## src/rtl/arb_pkg.sv

```systemverilog
// Shared types and helpers for the four-client round-robin arbiter.
package arb_pkg;

    localparam int N_REQ = 4;
    localparam int IDX_W = 2;

    // IDLE is the one-cycle arbitration slot; GRANT means a client owns the resource.
    typedef enum logic {
        IDLE  = 1'b0,
        GRANT = 1'b1
    } arb_state_t;

    // Round-robin search: begin at ptr and walk upward modulo N_REQ.
    // The first asserted request wins. If no request is set, the result is ptr.
    function automatic logic [IDX_W-1:0] rr_pick(
        input logic [N_REQ-1:0] req,
        input logic [IDX_W-1:0] ptr
    );
        logic [IDX_W-1:0] cand;
        logic [IDX_W-1:0] pick;
        logic             found;
        pick  = ptr;
        found = 1'b0;
        for (int k = 0; k < N_REQ; k++) begin
            // The index width matches N_REQ, so this addition wraps modulo 4.
            cand = ptr + IDX_W'(k);
            if (!found && req[cand]) begin
                pick  = cand;
                found = 1'b1;
            end
        end
        return pick;
    endfunction

endpackage

```

## src/rtl/grant_decoder.sv

```systemverilog
// Combinational 2-to-4 one-hot decoder with enable. It turns the stored
// winner index into the select lines of the shared resource.
module grant_decoder
    import arb_pkg::*;
(
    input  logic [IDX_W-1:0] idx,
    input  logic             en,
    output logic [N_REQ-1:0] onehot
);

    // One equality compare per output bit.
    // With the enable low, every select line is forced to zero.
    generate
        for (genvar gi = 0; gi < N_REQ; gi++) begin : g_dec
            assign onehot[gi] = en && (idx == IDX_W'(gi));
        end
    endgenerate

endmodule

```

## src/rtl/rr_arbiter_4.sv

```systemverilog
// Four-requester round-robin arbiter with a per-grant hold limit.
// One idle cycle separates every two grants. The winner is chosen in that idle
// cycle, and the grant is decoded from registered state, so gnt is glitch-free.
module rr_arbiter_4
    import arb_pkg::*;
#(
    parameter int MAX_HOLD = 8
)(
    input  logic             clk,
    input  logic             rst,
    input  logic [N_REQ-1:0] req,
    output logic [N_REQ-1:0] gnt,
    output logic [IDX_W-1:0] gnt_idx,
    output logic             gnt_valid,
    output logic             preempt
);

    // The hold counter needs to reach MAX_HOLD-1. It keeps at least one bit
    // even when preemption is disabled.
    localparam int CNT_W = (MAX_HOLD > 1) ? $clog2(MAX_HOLD) : 1;
    localparam logic [CNT_W-1:0] HOLD_LAST = (MAX_HOLD > 0) ? CNT_W'(MAX_HOLD - 1) : '0;

    arb_state_t       state_reg, state_next;
    logic [IDX_W-1:0] ptr_reg, ptr_next;
    logic [IDX_W-1:0] idx_reg, idx_next;
    logic [CNT_W-1:0] cnt_reg, cnt_next;
    logic             preempt_reg, preempt_next;

    logic [N_REQ-1:0] gnt_onehot;
    logic             holder_req;
    logic             others_req;
    logic             hold_expired;

    // Decode the registered winner into the one-hot select bus.
    // The bus is active only while a grant is in progress.
    grant_decoder u_dec (
        .idx    (idx_reg),
        .en     (state_reg == GRANT),
        .onehot (gnt_onehot)
    );

    assign holder_req   = req[idx_reg];
    // Any request other than the current holder's.
    assign others_req   = |(req & ~gnt_onehot);
    assign hold_expired = (MAX_HOLD != 0) && (cnt_reg == HOLD_LAST);

    // State, pointer, index, counter and preempt flag.
    // Reset is asynchronous, so gnt drops the moment rst rises.
    always_ff @(posedge clk or posedge rst) begin
        if (rst) begin
            state_reg   <= IDLE;
            ptr_reg     <= '0;
            idx_reg     <= '0;
            cnt_reg     <= '0;
            preempt_reg <= 1'b0;
        end else begin
            state_reg   <= state_next;
            ptr_reg     <= ptr_next;
            idx_reg     <= idx_next;
            cnt_reg     <= cnt_next;
            preempt_reg <= preempt_next;
        end
    end

    // Next-state logic: arbitrate in IDLE, then in GRANT watch for release or
    // hold-limit expiry.
    always_comb begin
        state_next   = state_reg;
        ptr_next     = ptr_reg;
        idx_next     = idx_reg;
        cnt_next     = cnt_reg;
        preempt_next = 1'b0;
        case (state_reg)
            IDLE: begin
                if (|req) begin
                    idx_next   = rr_pick(req, ptr_reg);
                    cnt_next   = '0;
                    state_next = GRANT;
                end
            end
            GRANT: begin
                if (!holder_req) begin
                    // A voluntary release takes priority over expiry, so no preempt pulse.
                    state_next = IDLE;
                    ptr_next   = idx_reg + IDX_W'(1);
                end else if (hold_expired && others_req) begin
                    state_next   = IDLE;
                    ptr_next     = idx_reg + IDX_W'(1);
                    preempt_next = 1'b1;
                end else if (cnt_reg != HOLD_LAST) begin
                    // Saturate at the limit, so a lone holder keeps the grant
                    // without the counter wrapping around.
                    cnt_next = cnt_reg + CNT_W'(1);
                end
            end
            default: state_next = IDLE;
        endcase
    end

    assign gnt       = gnt_onehot;
    assign gnt_idx   = idx_reg;
    assign gnt_valid = |gnt_onehot;
    assign preempt   = preempt_reg;

endmodule

```

## config.mk

```make
export PLATFORM = sky130hd
export DESIGN_NAME = rr_arbiter_4
export DESIGN_NICKNAME = d
export VERILOG_FILES = /design/src/rtl/arb_pkg.sv /design/src/rtl/grant_decoder.sv /design/src/rtl/rr_arbiter_4.sv
export SDC_FILE = /design/constraint.sdc
export NUM_CORES = 1
export LEC_CHECK = 0
export ABC_AREA = 0
export BUFFER_PORTS_ARGS = -buffer_cell sky130_fd_sc_hd__buf_2
export CAP_MARGIN = 0
export CORE_UTILIZATION = 37
export CTS_CLUSTER_DIAMETER = 50
export CTS_CLUSTER_SIZE = 20
export DETAILED_ROUTE_END_ITERATION = 10
export GPL_ROUTABILITY_DRIVEN = 0
export SLEW_MARGIN = 20
export SYNTH_ARGS = -nofsm -noshare
export SYNTH_HDL_FRONTEND = slang
export SYNTH_SLANG_ARGS = --single-unit
```

## constraint.sdc

```tcl
create_clock -name clk -period 1.9 [get_ports clk]
set_input_delay 0.285 -clock clk [delete_from_list [all_inputs] [get_ports clk]]
set_output_delay 0.285 -clock clk [all_outputs]
set_load 0.05 [all_outputs]
```

==> results of run 1 <==
## power breakdown
group | internal, mW | switching (mW) | total [mW]
Sequential | 0.279 | 0.108 | 0.387
Combinational | 0.388 | 0.547 | 0.934
Clock | 0.0809 | 0.0687 | 0.150
## worst max-delay path: cells and delay by family (launching register included)
kind / cells / cell delay (ns)
AND/OR/NAND/NOR: 2 / 0.65
adder cells (fa/ha/maj): 1 / 0.20
buffers and inverters: 1 / 0.17
flip-flops: 1 / 0.44
## final cells by class
type                            instances  area (um2)
Fill cell                             158       770.7
Multi-Input combinational cell         50       427.9
Sequential cell                         9       227.7
Timing Repair Buffer                   15       88.84
Tap cell                               24       30.03
Clock buffer                            4       26.28
Inverter                                6       22.52
## layout by cell type, fill, tap and decap left out, drive strengths merged
master	netlist	routed
buf	1	14
dfrtp	9	9
nand2	8	8
inv	6	6
ha	6	6
nor2	5	5
and2	5	5
a21boi	5	5
mux2i	4	4
clkbuf	0	4
nor2b	2	2
o31ai	2	2
nand2b	2	2
mux4	1	1
o41ai	1	1
mux2	1	1
a21o	1	1
or4	1	1
and2b	1	1
nor3	1	1
a31oi	1	1
nor3b	1	1
a21oi	1	1
and3b	1	1
dlygate4sd3	0	1
## cell families after synthesis
family / count (synthesis) / share of synthesized area [%]
flops: 9 / 33.71
compound gates: 11 / 16.10
buf+inv: 7 / 5.056
simple gates: 27 / 22.29
mux: 6 / 11.61
fa+ha+maj: 6 / 11.24
## worst max path at each step
stage                     end  slack [ns]  depth (start not counted)
finish              gnt_valid       -0.11                          4
global route        gnt_valid       -0.16                          5
global placement    gnt_valid        0.12                          4
floorplan           gnt_valid      -0.009                          4
CTS                 gnt_valid       -0.12                          4
detailed placement  gnt_valid        0.10                          4
## metal layers
| layer | vias up | part of all wire [%] | track usage, % |
|---|---|---|---|
| met2 | 12 | 47 | 24.71 |
| li1 | 262 | - | - |
| met3 | 2 | 4.3 | 7.347 |
| met1 | 230 | 47 | 16.28 |
| met4 | 0 | 1.3 | 3.636 |
| met5 | - | 0 | 0 |
## timing repair
item / CTS / global route
buffers inserted: 1 / 0
hold buffers: 1 / 0
endpoints found under the setup margin: 1 / 1
endpoints found under the hold margin: 9 / 0
resized for setup: 2 / 0
## metrics by stage
stage | cells | area, um2 | hold WS (ns)
after floorplan | 66 | 689.4 | 0.1128
after global placement | 102 | 773.2 | 0.2640
after detailed placement | 102 | 773.2 | 0.2681
after CTS | 108 | 823.3 | 0.3950
after global routing | 108 | 823.3 | 0.4237
final | 108 | 823.3 | 0.3980
==> results.toml, run 1 <==
[global_routing]
grt_usage_pct = 14.60
grt_pass1_wl_um = 1973
first_global_vias = 473
grt_overflow = 0
antenna_found_initial = 0
grt_max_degree = 13

[drt]
firstDrtPassIters = 2
vias = 506
ant_nets = 0
drc = 0
drt_wl_total_um = 1239
routedWlPerCell_um = 11.47
first_iter_violations = 4
routed_via_density = 4.685

[status]
violations = "negative setup slack"
status = "finished, violations left"

[clocking]
cts-root-buf = "clkbuf_4"
clk_pin_slew_ns = 0.07
cts_tree = "done"
clock_path_buffers = 2
cts_sinks = 9
cts_made_buffers = 3
insertion_delay_ns = 0.26
htree_num_levels = 1

[synthesis]
syn_nets = 78
synth_top_area_share_pct = 33.71
postSynthAreaPerCell_um2 = 10.12
synth_seq_cells = 9
synthArstFlopShare_pct = 100.0
ys_top_cells_by_count = "dfrtp_1, nand2_1, ha_1, inv_1, nor2_1"
synth_cell_type_count = 28
synth_edf_count = 0
ys_top_cells_by_area = "dfrtp_1, ha_1, mux2i_1"
synth_top_area_cell = "dfrtp_1"
synthCells = 66
yosys_warnings = 0
seq_area_frac_synth_pct = 33.71
synthFlopType = "dfrtp_1"
syn_area_um2 = 668.1
synth.most_common_cell = "dfrtp_1"

[sta]
max_freq_mhz = 496.4
setup_tns_ns = -0.1147
layout_setup_ws_ns = -0.1147
finalCriticalPeriod_ns = 2.015
slew_headroom_pct = 75.86
rsz0062_at_grt = "yes"
hold_violations = 0
drv_slew = 0
setup_violations = 1
period_share_pct = 106.0
clock_skew_ns = 0.009153
worst_slew_pin_slew_ns = 0.3588

[placement]
port_buffers = 13
pre_cts_ws_ns = 0.1039
hpwl_um = 954.4

[worst_hold_path]
hold_path_end = "gnt_idx[0]"
worstHoldPathCells = 3
hold_class = "in -> reg"
hp-start = "req[3]"

[setup_path]
cp-end-kind = "output pin"
worst_path_max_delay_cell = "or4_4"
cp-startpoint = "gnt_idx[0]"
path_cells = "ha_2, and2_4, or4_4, buf_6"
cp-start-kind = "flop"
setup.worst_path.class = "reg -> out"
slowest_delay_ns = 0.52
required_ns = 1.62
r2r_end = "ptr_reg[1]"
ff2ff_path_depth = 6
crit_path_max_fanout = 5
timing.rr.start = "gnt_idx[1]"
rrSetupSlack_ns = 0.18
crit_arrival_ns = 1.73

[die]
fp-row-count = 14
start_util_pct = 41.92
core_area_um2 = 1594
die_area_um2 = 1980
fp.dieW_um = 44.50
fp.dieH_um = 44.50
ios = 14

[cells_and_area]
area_delta_synth_final_pct = 23.22
layout.nets = 97
drive_gt1_share_pct = 44.05
diodes = 0
final_core_util_pct = 51.65
largest_reg_flops = 3

[run]
cap_violations = 0

[power_and_ir_drop]
power.leakage_nw = 0.4132
ir_worst_vdd_v = 0.0008294
cellPowerDensity_nw_per_um2 = 1786
total_power_mw = 1.471
Power figures use the tool's default switching activity.
==> inputs of run 2 (changes only) <==
Settings changed: REMOVE_ABC_BUFFERS set to 1, SLEW_MARGIN 20 to 0.
==> results.toml, run 2 (synthesized netlist as in run 1, its figures left out) <==
[cells_and_area]
layout.nets = 102
fillers = 153
diodes = 0
seq_area_um2 = 227.7
drive_gt1_share_pct = 48.31
fin_cells = 113
multiInputGateArea_um2 = 457.9
area_delta_synth_final_pct = 34.46
stdcell_area_um2 = 898.4
final_cell_mix = "buf_2, nand2_1, dfrtp_1"
final_common_cell = "buf_2"
largest_reg_flops = 3

[power_and_ir_drop]
p_comb_share_pct = 66.3
seq_power_share_pct = 24.0
swShare_pct = 49.04
power.leakage_nw = 0.4448
p_sw_mw = 0.8034
total_power_mw = 1.638
internal_power_mw = 0.8347
ir_worst_vdd_v = 0.0009620
p_clk_share_pct = 9.7
cellPowerDensity_nw_per_um2 = 1823

[setup_path]
crit_path_max_fanout = 4
ff2ff_path_depth = 5
setup.worst_path.class = "reg -> out"
required_ns = 1.62
cp-start-kind = "flop"
timing.rr.start = "gnt_idx[0]"
r2r_end = "ptr_reg[1]"
rrSetupSlack_ns = 0.05
cp-end-kind = "output pin"
crit_arrival_ns = 1.76

[clocking]
insertion_delay_ns = 0.27
clock_path_buffers = 2
clk_pin_slew_ns = 0.07
cts_sinks = 9
cts-root-buf = "clkbuf_4"
htree_num_levels = 1
cts_tree = "done"
cts_made_buffers = 3

[die]
core_area_um2 = 1594
fp.dieH_um = 44.50
die_area_um2 = 1980
fp.dieW_um = 44.50
fp-row-count = 14
ios = 14
start_util_pct = 41.92

[global_routing]
first_global_vias = 541
antenna_found_initial = 0
grt_usage_pct = 15.97
grt_max_degree = 13
grt_overflow = 0
grt_pass1_wl_um = 2304

[sta]
setup_violations = 1
drv_slew = 0
layout_setup_ws_ns = -0.1493
hold_violations = 0
whs_ns = 0.3970
finalCriticalPeriod_ns = 2.049
max_freq_mhz = 488.0
slew_headroom_pct = 75.13
rsz0062_at_grt = "yes"
worst_slew_pin_slew_ns = 0.3727
clock_skew_ns = 0.001389
period_share_pct = 107.9

[worst_hold_path]
hold_class = "in -> reg"
worstHoldPathCells = 3
hold_path_end = "gnt_idx[0]"
hp-start = "req[3]"

[drt]
firstDrtPassIters = 4
routed_via_density = 4.894
ant_nets = 0
first_iter_violations = 6
vias = 553
routedWlPerCell_um = 12.60
drc = 0
drt_wl_total_um = 1424

[placement]
dpl_cell_area_um2 = 759.5
placedCellCount = 103
hpwl_um = 983.7
port_buffers = 13

[status]
violations = "negative setup slack"
status = "finished, violations left"

[run]
cap_violations = 0
==> run 2: worst max path at each step <==
stage | slack [ns] | start | to | cells after the start
after global routing | -0.18 | gnt_idx[0] | gnt_valid | 4
after global placement | 0.04 | gnt_idx[1] | gnt_valid | 5
after floorplan | -0.59 | gnt_idx[0] | gnt_valid | 4
final | -0.15 | gnt_idx[0] | gnt_valid | 4
after detailed placement | 0.005 | gnt_idx[1] | gnt_valid | 5
after CTS | -0.14 | gnt_idx[1] | gnt_valid | 4
==> run 2: layer usage <==
layer | global-route usage [%] | part of all wire, % | routed length (um) | vias to the layer above
li1 | - | - | - | 272
met1 | 18.37 | 43 | 613 | 267
met2 | 29.71 | 54 | 766 | 12
met5 | 0 | 0 | 0 | -
met4 | 5.455 | 0.98 | 14 | 0
met3 | 2.449 | 2.0 | 29 | 2
==> run 2: critical path, stage by stage (launching register included) <==
cell and delay [ns]:
dfrtp_2 0.47, ha_4 0.18, and2_4 0.15, or4_4 0.53, buf_8 0.17
==> run 2: timing repair <==
item | in CTS | in global routing
buffers inserted | 3 | 2
setup endpoints to repair | 1 | 1
gates cloned | 0 | 0
pin swaps | 3 | 3
hold endpoints to repair | 9 | 0
gates resized for setup | 14 | 5
hold buffers | 1 | 0
==> run 2: cell type report <==
cell class	count	area share, %
multi-input cells	50	50.97
flip-flops and latches	9	25.35
repair buffers	20	14.48
well taps	24	3.343
inverters	6	2.786
clock buffers	3	2.507
clock inverters	1	0.5571
==> run 2: stage by stage <==
step / utilization [%] / setup slack (ns) / setup TNS [ns]
floorplan: - / -0.5945 / -0.7875
global placement: 47.65 / 0.03642 / 0
detailed placement: 47.65 / 0.004552 / 0
CTS: 53.85 / -0.1396 / -0.1396
global route: 56.36 / -0.1782 / -0.1782
finish: 56.36 / -0.1493 / -0.1493
==> run 2: power groups by stage <==
stage	logic (mW)	registers [mW]	clock network [mW]
floorplan	0.619	0.432	0
global placement	0.856	0.374	0
finish	1.09	0.393	0.158
CTS	1.04	0.373	0.161
global route	1.16	0.411	0.171
detailed placement	0.863	0.380	0
